## src/rtl/fetch_pkg.sv

```systemverilog
// Shared types and address defaults for the fetch front-end.
// Counters are CNT_W bits wide, enough for up to 7 outstanding fetches.
package fetch_pkg;
  localparam logic [31:0] DEF_RESET_ADDR = 32'hbfc0_0000;
  localparam logic [31:0] DEF_EXC_ADDR   = 32'hbfc0_0380;
  localparam int unsigned CNT_W          = 3;

  typedef enum logic [2:0] {NONE, ERET, EXC, MISP, PRED} redir_src_t;
  typedef enum logic [1:0] {RUN, HOLD, SLOT} fetch_state_t;
endpackage

```

## src/rtl/fetch_inflight_tracker.sv

```systemverilog
// Counts accepted-but-unreturned fetches and wrong-path beats still to drop.
// Discard is combinational from inst_data_ok; counters update on the clock edge.
module fetch_inflight_tracker
  import fetch_pkg::*;
#(
  parameter int unsigned MAX_OUTSTANDING = 3
) (
  input  logic clk,
  input  logic reset,
  input  logic acc,
  input  logic inst_data_ok,
  input  logic flush,
  input  logic hold_acc,
  output logic can_req,
  output logic inst_discard
);
  logic [CNT_W-1:0] out_cnt, out_cnt_n;
  logic [CNT_W-1:0] cancel_cnt, cancel_cnt_n;

  assign out_cnt_n    = out_cnt + CNT_W'(acc) - CNT_W'(inst_data_ok);
  assign inst_discard = inst_data_ok && (cancel_cnt != '0);
  assign can_req      = out_cnt < CNT_W'(MAX_OUTSTANDING);

  // A redirect makes everything still in flight (including this cycle's accept) wrong-path.
  always_comb begin
    cancel_cnt_n = cancel_cnt - CNT_W'(inst_discard) + CNT_W'(hold_acc);
    if (flush) cancel_cnt_n = out_cnt_n;
  end

  always_ff @(posedge clk or posedge reset) begin
    if (reset) begin
      out_cnt    <= '0;
      cancel_cnt <= '0;
    end else begin
      out_cnt    <= out_cnt_n;
      cancel_cnt <= cancel_cnt_n;
    end
  end
endmodule

```

## src/rtl/fetch_redirect_ctrl.sv

```systemverilog
// Fetch PC sequencer with fixed-priority redirects; targets appear one cycle after redirect/accept.
// Holds inst_addr stable until inst_addr_ok; FETCH_BRANCH_PREDICT_EN enables predicted-taken SLOT handling.
module fetch_redirect_ctrl
  import fetch_pkg::*;
#(
  parameter logic [31:0] RESET_ADDR      = DEF_RESET_ADDR,
  parameter logic [31:0] EXC_ADDR        = DEF_EXC_ADDR,
  parameter int unsigned MAX_OUTSTANDING = 3
) (
  input  logic        clk,
  input  logic        reset,
  input  logic        eret_i,
  input  logic [31:0] epc_i,
  input  logic        exc_i,
  input  logic        mispredict_i,
  input  logic [31:0] real_target_i,
  input  logic        bp_take_i,
  input  logic [31:0] bp_target_i,
  input  logic        stall_i,
  output logic        inst_req,
  output logic [31:0] inst_addr,
  input  logic        inst_addr_ok,
  input  logic        inst_data_ok,
  output logic        inst_discard
);
  fetch_state_t state, state_n;
  redir_src_t   src;
  logic [31:0]  pc, pc_n, tgt, tgt_n, src_tgt;
  logic         req_held, can_req, acc, pend, flush, hold_acc, pred_take;

`ifdef FETCH_BRANCH_PREDICT_EN
  assign pred_take = bp_take_i && (state == RUN);
`else
  logic unused_bp;
  assign unused_bp = bp_take_i;
  assign pred_take = 1'b0;
`endif

  assign inst_req  = !reset && can_req && (!stall_i || req_held);
  assign inst_addr = pc;
  assign acc       = inst_req && inst_addr_ok;
  assign pend      = inst_req && !inst_addr_ok;
  assign flush     = (src == ERET) || (src == EXC) || (src == MISP);
  assign hold_acc  = (state == HOLD) && acc;

  always_comb begin
    src     = NONE;
    src_tgt = '0;
    if (eret_i) begin
      src     = ERET;
      src_tgt = epc_i;
    end else if (exc_i) begin
      src     = EXC;
      src_tgt = EXC_ADDR;
    end else if (mispredict_i) begin
      src     = MISP;
      src_tgt = real_target_i;
    end else if (pred_take) begin
      src     = PRED;
      src_tgt = bp_target_i;
    end
  end

  always_comb begin
    state_n = state;
    pc_n    = pc;
    tgt_n   = tgt;
    case (state)
      RUN, SLOT: begin
        if (flush) begin
          if (pend) begin
            tgt_n   = src_tgt;
            state_n = HOLD;
          end else begin
            pc_n    = src_tgt;
            state_n = RUN;
          end
        end else if (state == SLOT) begin
          // The accept here is the delay slot; it is kept and the branch target follows.
          if (acc) begin
            pc_n    = tgt;
            state_n = RUN;
          end
        end else begin
          if (acc) pc_n = pc + 32'd4;
          if (src == PRED) begin
            tgt_n   = src_tgt;
            state_n = SLOT;
          end
        end
      end
      HOLD: begin
        if (flush) tgt_n = src_tgt;
        if (acc) begin
          pc_n    = flush ? src_tgt : tgt;
          state_n = RUN;
        end
      end
      default: state_n = RUN;
    endcase
  end

  always_ff @(posedge clk or posedge reset) begin
    if (reset) begin
      state    <= RUN;
      pc       <= RESET_ADDR;
      tgt      <= RESET_ADDR;
      req_held <= 1'b0;
    end else begin
      state    <= state_n;
      pc       <= pc_n;
      tgt      <= tgt_n;
      req_held <= pend;
    end
  end

  fetch_inflight_tracker #(
    .MAX_OUTSTANDING(MAX_OUTSTANDING)
  ) u_trk (
    .clk         (clk),
    .reset       (reset),
    .acc         (acc),
    .inst_data_ok(inst_data_ok),
    .flush       (flush),
    .hold_acc    (hold_acc),
    .can_req     (can_req),
    .inst_discard(inst_discard)
  );
endmodule

```

## config.mk

```make
export PLATFORM = sky130hd
export DESIGN_NAME = fetch_redirect_ctrl
export DESIGN_NICKNAME = d
export VERILOG_FILES = /design/src/rtl/fetch_pkg.sv /design/src/rtl/fetch_inflight_tracker.sv /design/src/rtl/fetch_redirect_ctrl.sv
export SDC_FILE = /design/constraint.sdc
export NUM_CORES = 1
export LEC_CHECK = 0
export BUFFER_PORTS_ARGS = -buffer_cell sky130_fd_sc_hd__buf_4
export CAP_MARGIN = 20
export CORE_AREA = 2 2 113 88
export DETAILED_ROUTE_END_ITERATION = 8
export DIE_AREA = 0 0 115 90
export PLACE_DENSITY = 0.74
export SETUP_SLACK_MARGIN = 0.5
export SLEW_MARGIN = 15
export SYNTH_ARGS = -nofsm -noshare
export SYNTH_HDL_FRONTEND = slang
export SYNTH_SLANG_ARGS = --single-unit
```

## constraint.sdc

```tcl
create_clock -name clk -period 2.95 [get_ports clk]
set_input_delay 0.295 -clock clk [delete_from_list [all_inputs] [get_ports clk]]
set_output_delay 0.295 -clock clk [all_outputs]
set_load 0.01 [all_outputs]
```

==> results of run 1 <==
==> logic make-up after synthesis <==
family,Yosys count,share of synthesized area
AO/OA/AOI/OAI,201,0.291
adder cells (fa/ha/maj),8,0.0256
multiplexers,12,0.0284
flip-flops,73,0.412
XOR/XNOR,11,0.0215
AND/OR/NAND/NOR,151,0.173
buffers and inverters,56,0.0490
==> power groups by stage <==
stage          sequential (uW)  combinational [uW]  clock, uW
3_5_place_dp              2120                2150          0
5_1_grt                   2220                2450       1070
4_1_cts                   2110                2180       1030
3_3_place_gp              2090                2070          0
2_1_floorplan             2040                1290          0
6_report                  2140                2230       1020
==> synth_stat cells, types with 5 or more instances <==
master | number | area (um2)
a21oi_1 | 42 | 210
a221o_1 | 5 | 50.1
a22o_1 | 8 | 70.1
a22oi_1 | 15 | 113
a31oi_1 | 15 | 93.8
clkbuf_1 | 35 | 131
dfrtp_1 | 55 | 1380
dfstp_2 | 18 | 473
ha_1 | 6 | 75.1
inv_1 | 14 | 52.6
mux2_2 | 6 | 67.6
mux2i_1 | 6 | 60.1
nand2_1 | 34 | 128
nand3_1 | 17 | 85.1
nand4_1 | 6 | 37.5
nor2_1 | 43 | 161
nor2b_1 | 6 | 37.5
nor3_1 | 10 | 50.1
o211ai_1 | 5 | 37.5
o21ai_0 | 61 | 305
o2bb2ai_1 | 12 | 105
or4_1 | 7 | 52.6
xnor2_1 | 8 | 70.1
==> placed cells by master (no fill, tap or decap), types with 9 or more instances in the layout <==
cell type,synthesis,layout
nor3_1,10,10
o2bb2ai_1,12,12
a31oi_1,15,15
a21oi_1,42,41
buf_4,0,122
clkbuf_16,0,9
nor2_1,43,43
dfstp_2,18,18
dfrtp_1,55,53
inv_1,14,13
nand2_1,34,34
nand3_1,17,16
a22oi_1,15,15
o21ai_0,61,61
==> worst max-delay path, stage by stage (launching register included) <==
cell	delay (ns)
dfrtp_1	0.38
inv_1	0.07
ha_1	0.21
a211o_1	0.38
nor3_1	0.30
a21oi_2	0.11
or2_4	0.38
buf_4	0.23
o21ai_0	0.20
==> how the worst max path moves through the flow <==
stage                                to  slack (ns)  depth (start not counted)
floorplan                 inst_addr[26]        0.57                          7
global placement          inst_addr[10]        0.39                          5
detailed placement        inst_addr[10]        0.29                          5
CTS                       inst_addr[26]        0.54                          6
global route        u_trk.cancel_cnt[2]        0.44                         10
finish                           tgt[7]        0.60                          8
==> area by class of cell <==
| type | count | area [um2] | share of cell area |
|---|---|---|---|
| multi-input cells | 383 | 2500 | 0.436 |
| clock buffers | 10 | 239 | 0.0416 |
| repair buffers | 122 | 916 | 0.159 |
| well taps | 115 | 144 | 0.0250 |
| flip-flops and latches | 73 | 1850 | 0.322 |
| clock inverters | 6 | 33.8 | 0.00588 |
| inverters | 15 | 58.8 | 0.0102 |
==> routing by layer <==
layer	vias up	routed length, um
met1	2267	6150
met2	198	6590
met3	24	1020
met4	0	267
met5	-	0
li1	2114	-
==> state kept, by name, summed over array words and instances, names as in the netlist <==
register,flops
inst_addr,32
tgt,32
u_trk.cancel_cnt,3
u_trk.out_cnt,3
state,2
req_held,1
==> through the flow <==
stage	setup slack [ns]	power [uW]	hold slack, ns	area [um2]
final	0.597	5400	0.0976	5750
after global routing	0.443	5730	0.164	5750
after CTS	0.544	5320	0.126	5700
after detailed placement	0.286	4270	0.476	5400
after global placement	0.392	4160	0.471	5400
after floorplan	0.575	3330	0.381	4490
==> timing repair <==
item | in CTS | in global routing
pin swaps | 1 | 3
gates cloned | 0 | 0
hold buffers | 0 | 0
resized for setup | 6 | 8
setup endpoints to repair | 13 | 15
==> metrics list, run 1 <==
* Routed via count divided by cell count: 6.36
- Power spread over the standard cell area amounts to 940 nW/um2.
* Leakage component of the power: 0.00242 uW
- Measured against its own limit, the worst slew margin works out to 0.432.
- For flop-to-flop paths, the worst setup slack is 0.60 ns.
* Internal cell power: 3230 uW
- Fin. Hold Viols: 0
- Clock latency on the worst-skew pair: 0.34 ns
- Final setup violation count: 0
* Number of antenna violations at the first check in global routing: 0
- Static timing analysis puts the maximum clock frequency at 0.425 GHz.
* Setup TNS: 0 ns
* Worst Setup Start Kind: flip-flop
- 1st-iter DRT viols: 324
* Overall global routing resource usage: 0.279
- Global routing finished with a remaining overflow of 0.
* Fraction of final layout cells sized beyond drive strength 1: 0.310
* Number of clock buffers inserted by TritonCTS: 9
- Of the total power, the clock network draws 0.190.
* Met1 capacity usage during global routing: 0.376
- Yosys mapped a number of flops with a built-in enable equal to 0.
- For this design the total switching power over the nets is 2170 uW.
- The share of total power dissipated in sequential elements is 0.397.
- Counting cells, the worst reg-to-reg path comes to 8.
- Compared with the post-synthesis result, the final layout area differs by 27.9%.
* Number of search-and-repair iterations in the first detailed-routing pass: 5
* Remaining antenna violation count: 0
- The H-tree was split into 3 levels.
- For the worst setup path, the data required time is 3.20 ns.
* Pin count of the biggest net entering global routing: 51
- In this run the worst setup path begins at u_trk.out_cnt[2].
- Fraction of met2 tracks used by global routing: 0.446
- Endpoint of the worst-slack reg-to-reg timing path: tgt[7]
- Cell Area, Synth: 4490 um2
* Initial Utilization: 0.483
- # IOs: 139
* Number of nets in the finished design: 717
- Total number of vias: 4,603
- Clock-pin slew was measured on the worst setup and hold paths at 0.06 ns.
- DIE AREA: 10,400 um2
- Main synth FF type: dfrtp_1
- The flow ran to the end, and the final reports show no timing, DRC or antenna violations.
- Fraction of power spent switching nets: 0.402
- Once layout is complete, the cells apart from fillers number 724.
- In the synthesized netlist, the number of instances is 512.
- The critical path is of the flip-flop to flip-flop type.
- WL per Instance: 19.4 um
* Met3 demand-to-capacity share in global routing: 0.0654
- Synthesis produced a netlist with a net count of 625.
- The worst setup path is captured at a flip-flop.
- Fill count: 832
- Placed Cells incl. Taps: 708
- In this run the worst path has a maximum fanout of 19.
- TritonCTS built the clock tree.
- A synthesized cell averages 8.77 um2.
- STA puts the critical path data arrival time at 2.60 ns.
- For the pin with the worst max-slew slack, the measured transition is 0.849 ns.
* Final-report max-slew violation count: 0
* Part of the Yosys area used for sequential elements: 0.412
- Class of the worst hold path: input pin to async pin
* Number of remaining DRC errors: 0
* Startpoint of the worst register-to-register path: u_trk.out_cnt[2]
- Across the run, the number of max-cap violations was 0.
- Number of unique standard cell types used by synthesis: 63
- The share of total power dissipated in combinational logic is 0.413.
- Detailed placement ended at an HPWL of 9710 um.
- Summed over all layers, the routed wires come to 14,000 um.
- Row count: 31
* RSZ-0062 raised after global routing: yes
* Chip width: 115 um
* Maximum VDD drop: 0.000439 V
* Clock skew: 0.00777 ns
- Post-layout min period: 2.35 ns
* Yosys warning total: 0
- Fraction of the core area covered by cells at the end of the flow: 0.617
- Die height: 90 um
- Wire length of the first global-routing pass: 22,700 um
* Core area: 9310 um2
- Final antenna diode count: 0
- Count of buffers added by post-CTS timing repair for setup: 0
* Port buffer count: 105
- Highest-utilization routing layer at the global route stage: met2
* Clk sinks: 73
* Share of flip-flops with an asynchronous set or reset: 1.00
- Period utilisation layout: 0.798
- Maximum root-to-sink buffer count: 2
* Root buffer cell: clkbuf_16
- The synthesized design contains 73 register bits.
- The congestion estimate from routability-driven global placement came to 0.854.
- Number of global-route vias before repair: 4,452
Power figures use the tool's default switching activity.
==> inputs of run 2 (changes only) <==
- CORE_AREA: 2 2 113 88 -> 2 2 116 90
- DIE_AREA: 0 0 115 90 -> 0 0 118 92
- PLACE_DENSITY: 0.74 -> 0.73
- clock period: 2.95 -> 1.95 ns (I/O delays scaled with it)
==> run 2 against run 1 <==
Effect of this change:
- the run now ends with setup timing left
- cell area rose by 27%
- non-clock buffer count rose by 90
- hold slack got worse by 0.016 ns
- setup slack got worse by 0.81 ns
- critical endpoint is now inst_addr[26]
- largest power group unchanged
==> metrics list, run 2 (synthesis results as in run 1) <==
* Status: finished with violations
* Failing checks: setup timing
- The total count of hold-check failures in the final report was 0 (unchanged).
- Clock share of power: 0.174 (-0.016)
- The H-tree depth was 3 (unchanged).
- TritonCTS clock tree: built
- Setup TNS: -8.48 ns (-8.48 ns)
* Startpoint of the worst hold path: inst_addr_ok
* DIE AREA: 10,900 um2 (+4.9%)
- The final-stage net count came to 808 (+13%).
* Post-DP HPWL: 11,000 um (+13%)
* Seq pwr share: 0.271 (-0.126)
- Worst Setup Start Kind: flip-flop
- Internal cell power: 6930 uW (+110%)
- Final antenna diode count: 0 (unchanged)
* Pre-CTS worst setup slack: -0.198 ns (-0.484 ns)
* Wire length of the first global-routing pass: 26,300 um (+16%)
* Bufs and invs on worst path: 4 (+2)
- The worst register-to-register path begins at u_trk.out_cnt[2].
- Clock skew: 0.00656 ns (-0.00121 ns)
* Cell chain of the critical path: inv_1, ha_2, a211oi_4, buf_4, a21oi_4, o21ai_4, buf_12, buf_16, a21oi_2, a221o_2
* Slew @ Worst Pin: 0.720 ns (-0.128 ns)
* Post-layout min period: 2.16 ns (-0.192 ns)
- The placer congestion estimate was 0.902 (+5.7%).
- The switching share of total power was 0.383 (-0.0196).
* Maximum VDD drop: 0.000610 V (+39%)
* Sum of routed wire length over all layers: 17,300 um (+23%)
- WL per Instance: 20.7 um (+6.9%)
- From synthesis to final layout, the design area changed by 62.5%.
- Number of remaining DRC errors: 0 (unchanged)
- Leakage component of the power: 0.00308 uW (+27%)
* Origin of the worst setup path: u_trk.out_cnt[2]
- Top routing layer used: met4
- The met3 layer wire length in the routed design is 1390 um (+37%).
* Chip width: 118 um (+2.6%)
* Total number of vias: 5,232 (+14%)
- Commonest cells after routing, fill and taps aside: buf_4, dfrtp_1, nor2_1, a21oi_1, nand2_1
* Met2 wirelength from detailed routing: 8420 um (+28%)
- The share of power burned in combinational logic came to 0.555 (+0.142).
- Setup repair after global routing could not meet its margin everywhere.
- Overflow left after global routing: 0 (unchanged)
- The library cell used most frequently in the layout, excluding fill and tap cells, is buf_4.
* # IOs: 139 (unchanged)
- Number of global-route vias before repair: 5,198 (+17%)
- Clock latency on the worst-skew pair: 0.34 ns (about the same)
- FMAX: 0.463 GHz (+8.9%)
- Arrival time reported for the critical path endpoint: 2.42 ns (-0.18 ns)
- The final worst-path cycle share was 1.11 (+0.311).
* Total Power: 11,200 uW (+110%)
- Fraction of the core area covered by cells at the end of the flow: 0.738 (+0.121)
- Overall global routing resource usage: 0.307 (+0.0278)
- Class of the worst hold path: input pin to flip-flop
* Number of search-and-repair iterations in the first detailed-routing pass: 5 (unchanged)
* Pin count of the biggest net entering global routing: 61 (+20%)
* Routed via count divided by cell count: 6.26 (-1.6%)
* Finished layout cell area: 7300 um2 (+27%)
* Critical path required time: 2.21 ns (-0.99 ns)
- Routed length on met1: 6830 um (+11%)
- The effective utilization at floorplan is 0.454 (-0.0283).
- The total number of placement rows was 32 (+3.2%).
- Critical path fanouts, max: 6 (-13)
* Kind of capture point of the worst setup path: flip-flop
- Fraction of final layout cells sized beyond drive strength 1: 0.519 (+0.208)
* Top Family by Delay on Critical Path: compound AO/OA/AOI/OAI gates
- The standard cell core area is 9890 um2 (+6.2%).
* Final setup violation count: 68 (+68)
- The total clock buffers created by CTS came to 9 (unchanged).
- The slowest stage of the critical path belongs to the cell dfrtp_1.
- The tree is rooted in a clkbuf_16.
- The worst stage delay on the critical path came to 0.37 ns (about the same).
- Max Cap Viol: 0 (unchanged)
* 1st-iter DRT viols: 546 (+69%)
- Smallest setup slack after layout: -0.211 ns (-0.808 ns)
- The fill cell instance count of the final layout was 649 (-22%).
- Final-report max-slew violation count: 0 (unchanged)
- The height of the chip came to 92 um (+2.2%).
- The maximum buffer depth of the clock tree came to 2 (unchanged).
* Slew margin rel.: 0.520 (+0.0881)
- Number of antenna violations at the first check in global routing: 0 (unchanged)
- The number of sinks driven by the clock tree came to 73 (unchanged).
* Remaining antenna violation count: 0 (unchanged)
- Sw power: 4290 uW (+98%)
* Clock Pin Slew Worst Setup and Hold Paths: 0.06 ns (about the same)
- Total power divided by cell area: 1540 nW/um2 (+64%)
- Placed inst area: 6210 um2 (+15%)
- Port buffer count: 105 (unchanged)
* CP Class: flip-flop to flip-flop
run 2: cell count changes in the layout (fill, tap and decap cells not counted), sizes merged:
| cell | before | now |
|---|---|---|
| buf | 122 | 210 |
| dlygate4sd3 | 0 | 1 |
| or2 | 3 | 4 |
| clkbuf | 10 | 12 |
| clkinvlp | 2 | 1 |
| clkinv | 4 | 2 |
| inv | 15 | 14 |
| bufinv | 0 | 3 |
run 2: layout make-up:
cell class,instances,area (um2),area share
inverters,15,62.6,0.00857
flip-flops and latches,73,1860,0.254
repair buffers,212,1870,0.256
clock inverters,5,103,0.0141
multi-input cells,384,3000,0.410
well taps,136,170,0.0233
clock buffers,11,243,0.0332
run 2: worst paths after layout:
kind,slack [ns],cells after the start,to
setup reg to reg,-0.21,10,inst_addr[26]
setup / recovery,-0.21,10,inst_addr[26]
hold / removal,0.08,2,req_held
hold reg to reg,0.49,1,tgt[25]
max in group asynchronous,0.81,4,tgt[27]
min in group asynchronous,0.46,3,tgt[20]
run 2: what timing repair did:
item / 4_1_cts / 5_1_grt
pin swaps: 23 / 12
gates resized for setup: 78 / 38
gates cloned: 5 / 1
hold buffers: 1 / 0
setup buffers: 10 / 7
setup endpoints to repair: 73 / 74
endpoints found under the hold margin: 11 / 0
run 2: power by group through the flow:
| stage | clock [uW] | combinational (uW) | sequential [uW] |
|---|---|---|---|
| 6_report | 1950 | 6230 | 3040 |
| 5_1_grt | 2010 | 6590 | 3090 |
| 4_1_cts | 1950 | 5600 | 2980 |
| 3_5_place_dp | 0 | 4670 | 2980 |
| 3_3_place_gp | 0 | 4550 | 2940 |
| 2_1_floorplan | 0 | 2480 | 3170 |
run 2: worst reg2reg max path, stage by stage, from the launching register on:
cell and delay, ns:
dfrtp_1 0.37, inv_1 0.06, ha_2 0.20, a211oi_4 0.29
buf_4 0.18, a21oi_4 0.06, o21ai_4 0.30, buf_12 0.16
buf_16 0.12, a21oi_2 0.04, a221o_2 0.31
run 2: stage by stage:
stage          hold WS (ns)  cells
6_report             0.0812    836
5_1_grt              0.0760    836
4_1_cts              0.0628    828
3_5_place_dp          0.212    796
3_3_place_gp          0.205    796
2_1_floorplan         0.259    512
run 2: per-layer routing:
layer | up-vias | track usage
met5 | - | 0
met4 | 0 | 0.147
met3 | 61 | 0.0665
met2 | 300 | 0.506
met1 | 2562 | 0.385
li1 | 2309 | -
